<file path="config.mk">
export PLATFORM = sky130hd
export DESIGN_NAME = fsm_grant_arbiter
export DESIGN_NICKNAME = d
export VERILOG_FILES = /design/src/rtl/fsm_grant_arbiter.sv
export SDC_FILE = /design/constraint.sdc
export NUM_CORES = 1
export LEC_CHECK = 0
export ABC_AREA = 1
export CAP_MARGIN = 20
export CORE_ASPECT_RATIO = 0.7
export CORE_MARGIN = 3
export CORE_UTILIZATION = 30
export CTS_CLUSTER_SIZE = 30
export DETAILED_ROUTE_END_ITERATION = 8
export PLACE_DENSITY = 0.53
export SLEW_MARGIN = 20
export SYNTH_ARGS = -nofsm -noshare
export SYNTH_HDL_FRONTEND = slang
export SYNTH_SLANG_ARGS = --single-unit
</file>
<file path="constraint.sdc">
create_clock -name clk -period 2.3 [get_ports clk]
set_input_delay 0.575 -clock clk [delete_from_list [all_inputs] [get_ports clk]]
set_output_delay 0.575 -clock clk [all_outputs]
set_load 0.05 [all_outputs]
</file>
<file path="src/rtl/fsm_grant_arbiter.sv">
// rtl/fsm_grant_arbiter.sv - round-robin grant arbiter with one-cycle turnaround FSM
// Optional owner pre-emption: compile with FSM_GRANT_ARBITER_TIMEOUT_EN defined.
module fsm_grant_arbiter #(
   parameter int NUM_REQ = 4,
   parameter int TIMEOUT = 16
) (
   input  logic                       clk,
   input  logic                       rst_n,
   input  logic [NUM_REQ-1:0]         req,
   output logic [NUM_REQ-1:0]         grant,
   output logic                       busy,
   output logic [$clog2(NUM_REQ)-1:0] owner_id,
   output logic                       timeout_evt
);
   localparam int IDW = $clog2(NUM_REQ);

   typedef enum logic [1:0] {IDLE, GRANT, TURN} state_t;

   state_t             state_q, state_d;
   logic [NUM_REQ-1:0] grant_q, grant_d;
   logic               busy_q, busy_d;
   logic [IDW-1:0]     owner_q, owner_d;
   logic [IDW-1:0]     ptr_q, ptr_d;
   logic [IDW-1:0]     winner;
   logic [IDW:0]       cand;
   logic               found;
   logic               owner_req;
   logic               preempt;

   // Elaboration guard on the supported parameter ranges
   if (NUM_REQ < 2 || NUM_REQ > 16 || TIMEOUT < 2 || TIMEOUT > 255) begin : g_bad_param
      $error("fsm_grant_arbiter: NUM_REQ or TIMEOUT out of range");
   end

   assign owner_req = req[owner_q];

`ifdef FSM_GRANT_ARBITER_TIMEOUT_EN
   logic [7:0] hold_q, hold_d;
   logic       evt_q, evt_d;
   logic       others_req;

   // Someone other than the current owner is asking for the resource
   assign others_req  = |(req & ~grant_q);
   assign preempt     = (hold_q == 8'(TIMEOUT - 1)) && others_req;
   assign timeout_evt = evt_q;

   // Hold counter clears while idle so it starts at zero on entry to GRANT
   always_comb begin
      hold_d = hold_q;
      evt_d  = 1'b0;
      if (state_q == IDLE) begin
         hold_d = '0;
      end else if (state_q == GRANT) begin
         if (hold_q != 8'hFF) hold_d = hold_q + 8'd1;
         // A simultaneous voluntary release is not reported as a pre-emption
         evt_d = owner_req && preempt;
      end
   end

   // Hold counter and pre-emption pulse registers
   always_ff @(posedge clk or negedge rst_n) begin
      if (!rst_n) begin
         hold_q <= '0;
         evt_q  <= 1'b0;
      end else begin
         hold_q <= hold_d;
         evt_q  <= evt_d;
      end
   end
`else
   assign preempt     = 1'b0;
   assign timeout_evt = 1'b0;
`endif

   // Round-robin search: first requester at or after ptr, wrapping at NUM_REQ-1
   always_comb begin
      winner = ptr_q;
      found  = 1'b0;
      cand   = '0;
      for (int k = 0; k < NUM_REQ; k++) begin
         cand = {1'b0, ptr_q} + (IDW+1)'(k);
         if (cand >= (IDW+1)'(NUM_REQ)) cand = cand - (IDW+1)'(NUM_REQ);
         if (!found && req[cand[IDW-1:0]]) begin
            winner = cand[IDW-1:0];
            found  = 1'b1;
         end
      end
   end

   // Next-state and registered-output logic for the grant sequencer
   always_comb begin
      state_d = state_q;
      grant_d = grant_q;
      owner_d = owner_q;
      ptr_d   = ptr_q;
      case (state_q)
         IDLE: begin
            if (|req) begin
               state_d = GRANT;
               grant_d = NUM_REQ'(1) << winner;
               owner_d = winner;
            end
         end
         GRANT: begin
            if (!owner_req || preempt) begin
               state_d = TURN;
               grant_d = '0;
            end
         end
         TURN: begin
            // The releasing owner becomes lowest priority for the next arbitration
            state_d = IDLE;
            ptr_d   = (owner_q == IDW'(NUM_REQ - 1)) ? '0 : owner_q + 1'b1;
         end
         default: begin
            state_d = IDLE;
            grant_d = '0;
         end
      endcase
      busy_d = |grant_d;
   end

   // State, grant, owner and pointer registers
   always_ff @(posedge clk or negedge rst_n) begin
      if (!rst_n) begin
         state_q <= IDLE;
         grant_q <= '0;
         busy_q  <= 1'b0;
         owner_q <= '0;
         ptr_q   <= '0;
      end else begin
         state_q <= state_d;
         grant_q <= grant_d;
         busy_q  <= busy_d;
         owner_q <= owner_d;
         ptr_q   <= ptr_d;
      end
   end

   assign grant    = grant_q;
   assign busy     = busy_q;
   assign owner_id = owner_q;

endmodule

</file>
==> out/summary.txt <==
routed vias: 831
Post-Syn Area: 821 um^2
Cells after DPL: 181
final worst-path cycle share: 0.908
hold path start: grant[2]$_DFF_PN0_
largest net degree at the start of global routing: 12
# diodes: 0
total CTS buffers: 3
root buffer cell: clkbuf_8
RSZ-0062 raised after global routing: no
vias in the first global route: 742
sequential share of power: 0.229
H-tree depth: 1
antenna violations before repair: 0
DR WL/cell: 9.74 um
Die Width: 68.5 um
hold slack: 0.499 ns
sequential cell area fraction in the yosys report: 0.335
clock network fraction of design power: 0.114
WL final: 1800 um
DRT antenna net count: 0
nets@finish: 159
row cnt: 15
Post-DP HPWL: 1460 um
switching share of power: 0.531
Initial Util: 0.324
WHS Path Cells: 2
Netlist cell types: 19
WP data arrival: 1.51 ns
# DRC: 0
Sw Pwr: 870 uW
worst slew pin tran: 0.502 ns
final worst slack: 0.212 ns
Worst path max stage delay: 0.84 ns
Leakage: 0.577 nW
syn nets: 141
critical path depth in cells: 1
post-route cell area: 1030 um^2
clock skew: 0.00186 ns
top post-synthesis cells by count: 64 x nand2_1, 11 x dfrtp_1, 10 x inv_1, 10 x nand2_2, 10 x nand3_1
internal power: 769 uW
max_slew headroom: 0.664
Vias per Instance: 4.49
Synth Warn #: 0
final cell count without fillers: 185
FFs w/ async S/R, synth: 1.00
Post-synth EDFFs: 0
cell taking the most area after synthesis: dfrtp_1
All-Layer GR Usage: 0.126
Reg2Reg Depth: 13
Startpoint Class: flop
Yosys reg bits: 11
top cell type's share of synthesized area: 0.335
clock latency on the worst-skew pair: 0.23 ns
maximum vdd drop: 0.618 mV
worst r2r dst: busy$_DFF_PN0_
Setup Fix Bufs, Post-CTS: 0
WP data required: 1.73 ns
Core Area: 2530 um^2
grt total ovfl: 0
final hold violations: 0
Buf/Inv on CP: 1
ratio of cells with drive above 1 in the final layout: 0.139
Setup Slack @ Placement: -0.0341 ns
status: completed
Worst Path Max Fanout: 7
Clock Path Buffers: 2
DIE HEIGHT: 49.8 um
top post-synthesis cells by area: dfrtp_1 34%, nand2_1 29%, nand2_2 7.6%, nand3_1 6.1%, inv_1 4.6%
Syn Area/Cell: 6.13 um^2
first-pass GRT wire length: 3280 um
Top-Level Pins: 14
Max Freq: 479 MHz
cells after synthesis: 134
critical path's slowest cell: clkdlybuf4s50_1
critical path class: reg -> out
RD Place Congestion: 0.800
kind of end point of the critical path: output port
Hold Path End: grant[2]$_DFF_PN0_
MaxCap Viol Count: 0
die footprint: 3410 um^2
post-place instance area: 987 um^2
CP top delay family: buffers and inverters
Reg2Reg Launch Point: ptr_q[0]$_DFFE_PN0N_
worst hold path type: reg -> reg
CTS clk-pin slew, worst paths: 0.05 ns
Tmin final: 2.09 ns
most used flip-flop cell after synthesis: dfrtp_1
DRT Pass-1 Iters: 4
Comb pwr share: 0.657
Max Slew Vio Count: 0
Final Setup Violations: 0
worst reg2reg setup slack: 0.39 ns
most frequent cell after synthesis: nand2_1
crit path cell chain: clkdlybuf4s50_1
Pwr Density: 1580 nW/um^2
CTS sink count: 11
port bufs: 12
Area growth syn-to-layout: 26.1%
drt first-iter violations: 51
CTS tree: yes
cell usage in the layout (no fill, tap or decap):
cell type / instances
conb_1: 1
clkbuf_8: 3
ha_1: 1
o31ai_1: 1
inv_2: 3
nor2_2: 2
o22ai_1: 1
nor3_1: 1
buf_4: 3
inv_1: 10
nor4_1: 1
a21oi_1: 4
nor2_1: 8
dfrtp_1: 11
clkdlybuf4s50_1: 11
nand3_1: 10
clkbuf_1: 1
o21ai_0: 3
nand2_1: 64
nand2_2: 10
nand4_1: 1
dlymetal6s2s_1: 1
kinds of logic after synthesis:
| family | Yosys count | synth area share |
|---|---|---|
| compound gates | 9 | 0.0595 |
| fa+ha+maj | 1 | 0.0152 |
| buf+inv | 15 | 0.0823 |
| flops | 11 | 0.335 |
| other cells | 1 | 0.00457 |
| simple gates | 97 | 0.503 |
power by group through the flow:
stage / Sequential, mW / Clock, mW / Combinational, mW
final: 0.375 / 0.187 / 1.08
after detailed placement: 0.376 / 0 / 1.08
after global placement: 0.379 / 0 / 1.09
after global routing: 0.395 / 0.207 / 1.23
after floorplan: 0.520 / 0 / 0.662
after CTS: 0.375 / 0.195 / 1.08
flip-flops by register name, indices dropped and copies added, names as in the netlist:
signal    flops
owner_id      2
busy          1
state_q       2
ptr_q         2
grant         4
through the flow:
| step | utilization | power (mW) | TNS [ns] |
|---|---|---|---|
| global placement | 0.390 | 1.47 | -0.00275 |
| global route | 0.408 | 1.83 | 0 |
| detailed placement | 0.390 | 1.46 | -0.0341 |
| floorplan | - | 1.18 | 0 |
| CTS | 0.407 | 1.65 | 0 |
| finish | 0.408 | 1.64 | 0 |
worst max-delay path by stage:
stage,startpoint,endpoint
after floorplan,req[3],busy$_DFF_PN0_
after global placement,req[3],busy$_DFF_PN0_
after detailed placement,req[3],busy$_DFF_PN0_
after CTS,owner_id[0]$_DFFE_PN0P_,owner_id[0]
after global routing,req[2],busy$_DFF_PN0_
final,owner_id[0]$_DFFE_PN0P_,owner_id[0]
area by class of cell:
class,instances,area [um^2]
inverters,13,48.8
flip-flops and latches,11,275
multi-input cells,108,478
well taps,34,42.5
clock buffers,4,45.0
fillers,277,1500
repair buffers,15,145
layer usage:
layer,vias to the layer above,wire [um],global-route usage
met5,-,0,0
met4,0,0,0.0297
met3,0,44,0.0342
met2,8,741,0.157
met1,373,1020,0.206
li1,450,-,-
timing repair:
item / CTS / global route
hold buffers: 0 / 0
gates resized for setup: 0 / 1
setup endpoints to repair: 0 / 1
endpoints found under the hold margin: 0 / 0
worst reg2reg max path, cell delays in order, from the launching register on:
cell and delay (ns):
dfrtp_1 0.55, inv_2 0.16, nand2_1 0.13, nand3_1 0.09, nand2_2 0.13, nand3_1 0.13
inv_1 0.09, nand2_1 0.05, nand3_1 0.09, nand2_1 0.09, nand2_1 0.08, nand2_2 0.05
nor2_1 0.10, nand2_1 0.06
No activity file was read; power rests on OpenSTA's default activity.
